<file path="config.mk">
export PLATFORM = sky130hd
export DESIGN_NAME = multicycle_add_sub
export DESIGN_NICKNAME = d
export VERILOG_FILES = /design/src/rtl/multicycle_add_sub_pkg.sv /design/src/rtl/multicycle_add_sub_add_chunk.sv /design/src/rtl/multicycle_add_sub.sv
export SDC_FILE = /design/constraint.sdc
export NUM_CORES = 1
export LEC_CHECK = 0
export BUFFER_PORTS_ARGS = -buffer_cell sky130_fd_sc_hd__clkbuf_2
export CAP_MARGIN = 30
export CORE_MARGIN = 4
export CORE_UTILIZATION = 45
export CTS_CLUSTER_SIZE = 10
export DETAILED_ROUTE_END_ITERATION = 8
export PLACE_DENSITY = 0.75
export REMOVE_ABC_BUFFERS = 1
export SLEW_MARGIN = 40
export SYNTH_ARGS = -nofsm -noshare
export SYNTH_HDL_FRONTEND = slang
export SYNTH_SLANG_ARGS = --single-unit
export TNS_END_PERCENT = 10
</file>
<file path="constraint.sdc">
create_clock -name clk -period 1.9 [get_ports clk]
set_input_delay 0.285 -clock clk [delete_from_list [all_inputs] [get_ports clk]]
set_output_delay 0.285 -clock clk [all_outputs]
set_load 0.005 [all_outputs]
</file>
<file path="src/rtl/multicycle_add_sub_pkg.sv">
// ============================================================================
// Module  : multicycle_add_sub_pkg
// Brief   : Shared state encoding, counter sizing and saturation limits.
// Revision: 1.0
// ============================================================================
`default_nettype none

package multicycle_add_sub_pkg;

    typedef enum logic [1:0] {
        IDLE = 2'd0,
        RUN  = 2'd1,
        DONE = 2'd2
    } state_t;

    function automatic int clog2(input int value);
        int result;
        int v;
        result = 0;
        v      = value - 1;
        while (v > 0) begin
            result = result + 1;
            v      = v >> 1;
        end
        return (result < 1) ? 1 : result;
    endfunction

    // Limits are produced at up to 64 bits and truncated by the user.
    function automatic logic [63:0] sat_pos(input int width);
        return (64'd1 << (width - 1)) - 64'd1;
    endfunction

    function automatic logic [63:0] sat_neg(input int width);
        return 64'd1 << (width - 1);
    endfunction

endpackage

`default_nettype wire

</file>
<file path="src/rtl/multicycle_add_sub_add_chunk.sv">
// ============================================================================
// Module  : add_chunk
// Brief   : CHUNK-bit ripple of full-adder cells, purely combinational.
// Revision: 1.0
// ============================================================================
`default_nettype none

module add_chunk #(
    parameter int CHUNK = 1
) (
    input  logic [CHUNK-1:0] a,
    input  logic [CHUNK-1:0] b,
    input  logic             cin,
    output logic [CHUNK-1:0] s,
    output logic             cout,
    output logic             c_msb_in
);

    always_comb begin
        logic carry;
        carry    = cin;
        c_msb_in = cin;
        s        = '0;
        for (int i = 0; i < CHUNK; i++) begin
            c_msb_in = carry;
            s[i]     = a[i] ^ b[i] ^ carry;
            carry    = (a[i] & b[i]) | (carry & (a[i] ^ b[i]));
        end
        cout = carry;
    end

endmodule

`default_nettype wire

</file>
<file path="src/rtl/multicycle_add_sub.sv">
// ============================================================================
// Module  : multicycle_add_sub
// Brief   : Multi-cycle add/sub, CHUNK bits per clock, valid/ready on both sides.
//           Optional saturation: define MULTICYCLE_ADD_SUB_SATURATE_EN.
// Revision: 1.0
// ============================================================================
`default_nettype none

module multicycle_add_sub
    import multicycle_add_sub_pkg::*;
#(
    parameter int WIDTH = 4,
    parameter int CHUNK = 1
) (
    input  logic             clk,
    input  logic             rst_n,
    input  logic             in_valid,
    output logic             in_ready,
    input  logic [WIDTH-1:0] a,
    input  logic [WIDTH-1:0] b,
    input  logic             sub,
    output logic             out_valid,
    input  logic             out_ready,
    output logic [WIDTH-1:0] sum,
    output logic             cout,
    output logic             ovf,
    output logic             zero
);

    localparam int c_n_chunks = WIDTH / CHUNK;
    localparam int c_cnt_w    = clog2(c_n_chunks + 1);
    localparam logic [c_cnt_w-1:0] c_cnt_last = c_cnt_w'(c_n_chunks);

    if (WIDTH < 2) begin : g_bad_width
        $error("multicycle_add_sub: WIDTH must be >= 2");
    end
    if (CHUNK < 1 || (WIDTH % CHUNK) != 0) begin : g_bad_chunk
        $error("multicycle_add_sub: WIDTH must be a multiple of CHUNK");
    end

    state_t             state_q, state_d;
    logic [WIDTH-1:0]   a_q, a_d, b_q, b_d, res_q, res_d, sum_q, sum_d;
    logic               carry_q, carry_d, cmsb_q, cmsb_d;
    logic               cout_q, cout_d, ovf_q, ovf_d, zero_q, zero_d;
    logic [c_cnt_w-1:0] cnt_q, cnt_d;

    logic [CHUNK-1:0]   w_chunk_s;
    logic               w_chunk_cout;
    logic               w_chunk_cmsb;
    logic               w_ovf;
    logic [WIDTH-1:0]   w_final;

    add_chunk #(.CHUNK(CHUNK)) u_add_chunk (
        .a        (a_q[CHUNK-1:0]),
        .b        (b_q[CHUNK-1:0]),
        .cin      (carry_q),
        .s        (w_chunk_s),
        .cout     (w_chunk_cout),
        .c_msb_in (w_chunk_cmsb)
    );

    assign w_ovf = carry_q ^ cmsb_q;

`ifdef MULTICYCLE_ADD_SUB_SATURATE_EN
    localparam logic [WIDTH-1:0] c_sat_pos = WIDTH'(sat_pos(WIDTH));
    localparam logic [WIDTH-1:0] c_sat_neg = WIDTH'(sat_neg(WIDTH));
    // On overflow the wrapped MSB is the inverse of the common operand sign.
    assign w_final = w_ovf ? (res_q[WIDTH-1] ? c_sat_pos : c_sat_neg) : res_q;
`else
    assign w_final = res_q;
`endif

    always_comb begin
        state_d = state_q;
        a_d     = a_q;
        b_d     = b_q;
        res_d   = res_q;
        carry_d = carry_q;
        cmsb_d  = cmsb_q;
        cnt_d   = cnt_q;
        sum_d   = sum_q;
        cout_d  = cout_q;
        ovf_d   = ovf_q;
        zero_d  = zero_q;
        case (state_q)
            IDLE: begin
                if (in_valid) begin
                    a_d     = a;
                    b_d     = b ^ {WIDTH{sub}};
                    carry_d = sub;
                    cnt_d   = '0;
                    state_d = RUN;
                end
            end
            RUN: begin
                if (cnt_q == c_cnt_last) begin
                    // All chunks done; register the flags from the full result.
                    sum_d   = w_final;
                    cout_d  = carry_q;
                    ovf_d   = w_ovf;
                    zero_d  = (w_final == '0);
                    state_d = DONE;
                end else begin
                    res_d   = (res_q >> CHUNK) | (WIDTH'(w_chunk_s) << (WIDTH - CHUNK));
                    a_d     = a_q >> CHUNK;
                    b_d     = b_q >> CHUNK;
                    carry_d = w_chunk_cout;
                    cmsb_d  = w_chunk_cmsb;
                    cnt_d   = cnt_q + c_cnt_w'(1);
                end
            end
            DONE: begin
                if (out_ready) begin
                    state_d = IDLE;
                end
            end
            default: state_d = IDLE;
        endcase
    end

    always_ff @(posedge clk) begin
        if (!rst_n) begin
            state_q <= IDLE;
            a_q     <= '0;
            b_q     <= '0;
            res_q   <= '0;
            carry_q <= 1'b0;
            cmsb_q  <= 1'b0;
            cnt_q   <= '0;
            sum_q   <= '0;
            cout_q  <= 1'b0;
            ovf_q   <= 1'b0;
            zero_q  <= 1'b0;
        end else begin
            state_q <= state_d;
            a_q     <= a_d;
            b_q     <= b_d;
            res_q   <= res_d;
            carry_q <= carry_d;
            cmsb_q  <= cmsb_d;
            cnt_q   <= cnt_d;
            sum_q   <= sum_d;
            cout_q  <= cout_d;
            ovf_q   <= ovf_d;
            zero_q  <= zero_d;
        end
    end

    assign in_ready  = (state_q == IDLE);
    assign out_valid = (state_q == DONE);
    assign sum       = sum_q;
    assign cout      = cout_q;
    assign ovf       = ovf_q;
    assign zero      = zero_q;

endmodule

`default_nettype wire
</file>
### Yosys cells after proc, flatten, opt, wreduce, memory -nomap -nowiden

Index checks and enable logic that the tools add are counted.

| word-level totals | value |
|---|---|
| flip-flop bits (word level) | 26 |
| input bits | 13 |
| output and inout port bits | 9 |
| word-level logic and storage cells | 51 |

| operators by class | value |
|---|---|
| add/sub/neg operators | 1 |
| equality and inequality tests | 7 |
| muxes and demuxes | 16 |
| bitwise gates (word level) | 9 |
| reduce and logical (&&, ||, !) cells | 7 |

Operator list:

| cell | number |
|---|---|
| 4-bit 2-to-1 mux | 4 |
| 4-bit one-hot mux with 2 select lines | 2 |
| 2-bit 2-to-1 mux | 3 |
| 3-bit 2-to-1 mux | 2 |
| 2-bit != test (second input constant) | 3 |
| 2-bit one-hot mux with 3 select lines | 1 |
| 3-bit one-hot mux with 2 select lines | 1 |
| 3-bit AND reduction | 2 |
| 4-bit zero test | 1 |
| 3-bit by 4-bit OR with 4-bit output | 1 |
| 2-bit AND reduction | 2 |
| 4-bit XOR | 1 |
| 3-bit by 1-bit adder with 3-bit output (second input constant) | 1 |
| 3-bit equality test (second input constant) | 1 |
| 1-bit XOR | 3 |
| 1-bit bitwise AND | 2 |
| 2-bit by 1-bit equality test with 1-bit output (second input constant) | 1 |
| 2-bit equality test (second input constant) | 1 |
| 2-bit zero test | 1 |
| 1-bit 2-to-1 mux | 2 |
| 2-bit by 1-bit != test with 1-bit output (second input constant) | 1 |
| 1-bit one-hot mux with 2 select lines | 1 |
| 2-bit nonzero test | 1 |
| 1-bit NOT | 1 |
| 1-bit OR | 1 |

### Logic depth before layout (Yosys ltp)

| depth | value |
|---|---|
| depth after elaboration | 5 |
| mapped depth | 6 |
| mapped depth without buffers | 5 |

### Hierarchy

From an unflattened synthesis, not the netlist that was laid out.

| unflattened totals | value |
|---|---|
| cell total of the unflattened synthesis | 140 |
| area total of the unflattened synthesis | 1186.1 sq um |

Modules (own cells, without submodules):

| module | instances | cells each | area each (sq um) | seq. area each (sq um) |
|---|---|---|---|---|
| multicycle_add_sub | 1 | 138 | 1158.6 | 520.5 |
| add_chunk | 1 | 2 | 27.5 | 0.0 |

### Worst setup path before layout

OpenSTA, ideal clock, no wires.

| path | value |
|---|---|
| path kind | register to register |
| start point | register cnt_q[0] |
| end point | register a_q[2] |
| setup time | 0.141 ns |
| arrival | 1.184 ns |
| required time | 1.759 ns |
| slack | 0.575 ns |
| stages on the path, launching flop included | 6 |
| path buffers | 0 |
| clock period less this slack | 1.325 ns |
| cell sequence | dfxtp_1 -> inv_1 -> ha_1 -> and3_1 -> nor2_2 -> a311oi_2 |

| on the way | value |
|---|---|
| longest elaborated chain between the ends | 3 |

RTL lines:

| item | line | text |
|---|---|---|
| start: declaration | multicycle_add_sub.sv:45 | `logic [c_cnt_w-1:0] cnt_q, cnt_d;` |
| start signal: assignment | multicycle_add_sub.sv:141 | `cnt_q <= cnt_d;` |
| 3-bit equality test | multicycle_add_sub.sv:96 | `if (cnt_q == c_cnt_last) begin` |
| 2-bit != test (no source line) | -- |  |
| 3-bit AND reduction (no source line) | -- |  |
| end signal: assignment | multicycle_add_sub.sv:124 | `a_q <= '0;` |
| end signal: assignment | multicycle_add_sub.sv:136 | `a_q <= a_d;` |
| end: declaration | multicycle_add_sub.sv:42 | `logic [WIDTH-1:0] a_q, a_d, b_q, b_d, res_q, res_d, sum_q, sum_d;` |

No other way between the ends.
A chain may end at the register's enable or synchronous reset.

### Worst setup path in the final report

| path | value |
|---|---|
| start point | register state_q[0] |
| end point | register cnt_q[2] |

| on the way | value |
|---|---|
| longest elaborated chain between the ends | 3 |
| elaborated cells on any way between the ends | 7 |
| classes of those cells | 3 x eq/ne; 1 x mux; 3 x reduce/logical |

RTL lines:

| item | line | text |
|---|---|---|
| start: declaration | multicycle_add_sub.sv:41 | `state_t state_q, state_d;` |
| start signal: assignment | multicycle_add_sub.sv:135 | `state_q <= state_d;` |
| 2-bit by 1-bit equality test with 1-bit output / 2-bit zero test (equally long branches) | multicycle_add_sub.sv:85 | `case (state_q)` |
| 2-bit != test (no source line) / 2-bit nonzero test (equally long branches) | -- |  |
| 3-bit AND reduction (no source line) | -- |  |

Parallel ways exist; a longest one is shown, timed or not.

==> run summary <==
clock slew at reported path FFs -> 140 ps
Floorplan Core Area -> 2500 um2
Post-synth EDFFs -> 0
die width -> 59.42 um
Initial DRT Pass Iterations -> 4
CP Launch Point -> state_q[0]
Wirelength per Cell -> 13.19 um
row cnt -> 18
reg2reg start -> state_q[0]
die footprint -> 3531 um2
Slew HR -> 57.77%
Fin. Hold Viols -> 0
design area -> 1320 um2
largest net degree at the start of global routing -> 22
Core Util, Final -> 52.80%
placed cell count -> 184
CP max FO -> 20
GRT Resource Usage Total -> 15.44%
Detail Placement HPWL -> 1.792 mm
Resized cells post-CTS -> 0
grt ovf -> 0
Pleak -> 0.0005190 uW
Max-Cap Viols -> 0
final slew viol count -> 0
antenna viol nets, final -> 0
Num CTS Buffers -> 3
count of input and output buffers -> 21
CP Capture Point -> cnt_q[2]
Netlist Area Pre-Place -> 1190 um2
# IOs -> 22
post-route setup TNS -> 0 ps
average size of a mapped cell -> 8.380 um2
Yosys cell types -> 32
critical path endpoint category -> register
RePlAce Congestion -> 0.7746
initial antenna violation count -> 0
Cell Area, Placed -> 1284 um2
Most used DFF post-synth -> dfxtp_1
yosys warns -> 0
first-pass GRT wire length -> 4.278 mm
r2r setup slk -> 340 ps
worst-skew pair later-pin latency -> 330 ps
CTS tree -> yes
Cell Pwr Density -> 752.6 nW/um2
Worst VDD drop -> 0.0004382 V
drt drc -> 0
f_max -> 640.3 MHz
area grow syn2layout -> 10.94%
WP data required -> 2150 ps
Clock Skew -> 6.394 ps
Seq/Total Area, Yosys -> 43.74%
RR Endpoint -> cnt_q[2]
worst-margin pin slew -> 633.4 ps
final WL -> 2.480 mm
CTS Sinks -> 26
final setup fails -> 0
HP Class -> primary input to register
DR iter-0 viols -> 12
die height -> 59.42 um
Seq cells post-synth -> 26
crit path time final -> 1562 ps
share of layout cells above drive strength 1 -> 19.62%
nets -> 175
status -> completed
RSZ-0062 raised after global routing -> false
antenna cells -> 0
CP Class -> register to register
H-tree levels -> 1
vias per inst -> 5.543
final cell count without fillers -> 188
Via Count -> 1042
effective utilization at floorplan -> 47.60%
clk buf depth -> 2
Post-CTS Setup Bufs -> 0
Tcrit/Tclk final -> 82.20%
crit path DAT -> 1810 ps
R2R cell count -> 3
Root Driver -> clkbuf_4
vias in the first global route -> 1024
share of synthesized flip-flops with an asynchronous set or reset -> 0%
Critical Path Start Type -> register
Gate Count Post-Synth -> 142
hold buffer count at cts -> 0
[placed cells by master, fill, tap and decap left out]
cell type,count
nor2_1,9
a311oi_1,3
dfxtp_1,26
and3_1,1
o21ba_2,1
nor4_1,1
o21bai_2,1
ha_1,2
o21a_1,2
clkbuf_8,1
xnor2_1,1
nand2_1,18
inv_1,5
nand3_2,1
o32ai_1,3
and2b_2,1
and2_1,1
clkbuf_4,3
and4b_1,1
clkbuf_2,21
fa_1,1
nand3_1,8
nand4_1,2
nor2_2,1
a211oi_1,2
o21ai_0,15
nor3_1,1
a21oi_1,20
xor2_1,4
a311oi_2,1
nand2b_1,1
[cells by family (layout without fill, tap and decap cells)]
kind of cell | after synthesis | count (layout) | share of synthesized area [%]
compound gates | 48 | 48 | 24.71
fa+ha+maj | 3 | 3 | 3.785
buf+inv | 14 | 30 | 5.678
xor+xnor | 5 | 5 | 3.680
simple gates | 46 | 46 | 18.40
flops | 26 | 26 | 43.74
[where the power goes]
group | internal [uW] | switching [uW] | total (uW) | leakage, uW
sequential | 570 | 21.4 | 592 | 0.000212
clock | 117 | 168 | 285 | 0.0000210
combinational | 48.4 | 67.9 | 116 | 0.000286
[synthesized netlist by cell type, drive strengths merged, types with 2 or more instances]
cell type  count  area share [%]
ha             2             2.1
nand4          2             1.1
xor2           4             2.9
a21oi         20             8.4
buf            5             2.8
a311oi         4             3.5
nor2          10             3.4
o21ai         15             6.3
clkbuf         4             1.3
o32ai          3             2.2
nand3          9             4.2
nand2         18             5.7
o21a           2             1.3
inv            5             1.6
dfxtp         26              44
a211oi         2             1.3
[state kept, by name, indices dropped and copies added (netlist names)]
signal and cells:
sum 4, res_q 4, cnt_q 3, a_q 4, zero 1, b_q 4, carry_q 1, cmsb_q 1
cout 1, state_q 2, ovf 1
[critical path: stages (launching register included)]
cell and delay, ps:
dfxtp_1 540, nand2b_1 420, o21a_1 310, a211oi_1 220
[worst min-delay path by stage]
stage	start	to	slack, ps	cells after the start
2_1_floorplan	rst_n	state_q[1]	400	1
3_3_place_gp	res_q[0]	sum[0]	450	2
3_5_place_dp	res_q[0]	sum[0]	470	2
4_1_cts	a[1]	a_q[1]	190	3
5_1_grt	a[1]	a_q[1]	190	3
6_report	a[0]	a_q[0]	190	3
[area by class of cell]
class	instances	area (um2)
fillers	245	1180
multi-input cells	102	601.8
flip-flops and latches	26	520.5
repair buffers	21	105.1
well taps	30	37.54
clock buffers	4	36.28
inverters	5	18.77
[per-stage QoR]
step | power, uW | hold WS, ps | setup WS, ps
after floorplan | 678.3 | 402.7 | 575.1
after global placement | 716.1 | 451.0 | 406.6
after detailed placement | 720.2 | 474.7 | 355.5
after CTS | 998.9 | 186.6 | 334.7
after global routing | 1044 | 189.1 | 214.3
final | 993.4 | 188.8 | 338.1
[routing by layer]
metal / global-route usage, % / wire [um] / part of all wire, % / up-vias
met4: 6.796 / 30 / 1.2 / 0
met2: 26.05 / 1158 / 47 / 29
met1: 18.83 / 1161 / 47 / 475
met3: 3.050 / 129 / 5.2 / 4
li1: - / - / - / 534
met5: 0 / 0 / 0 / -
(Power assumes the default switching activity.)
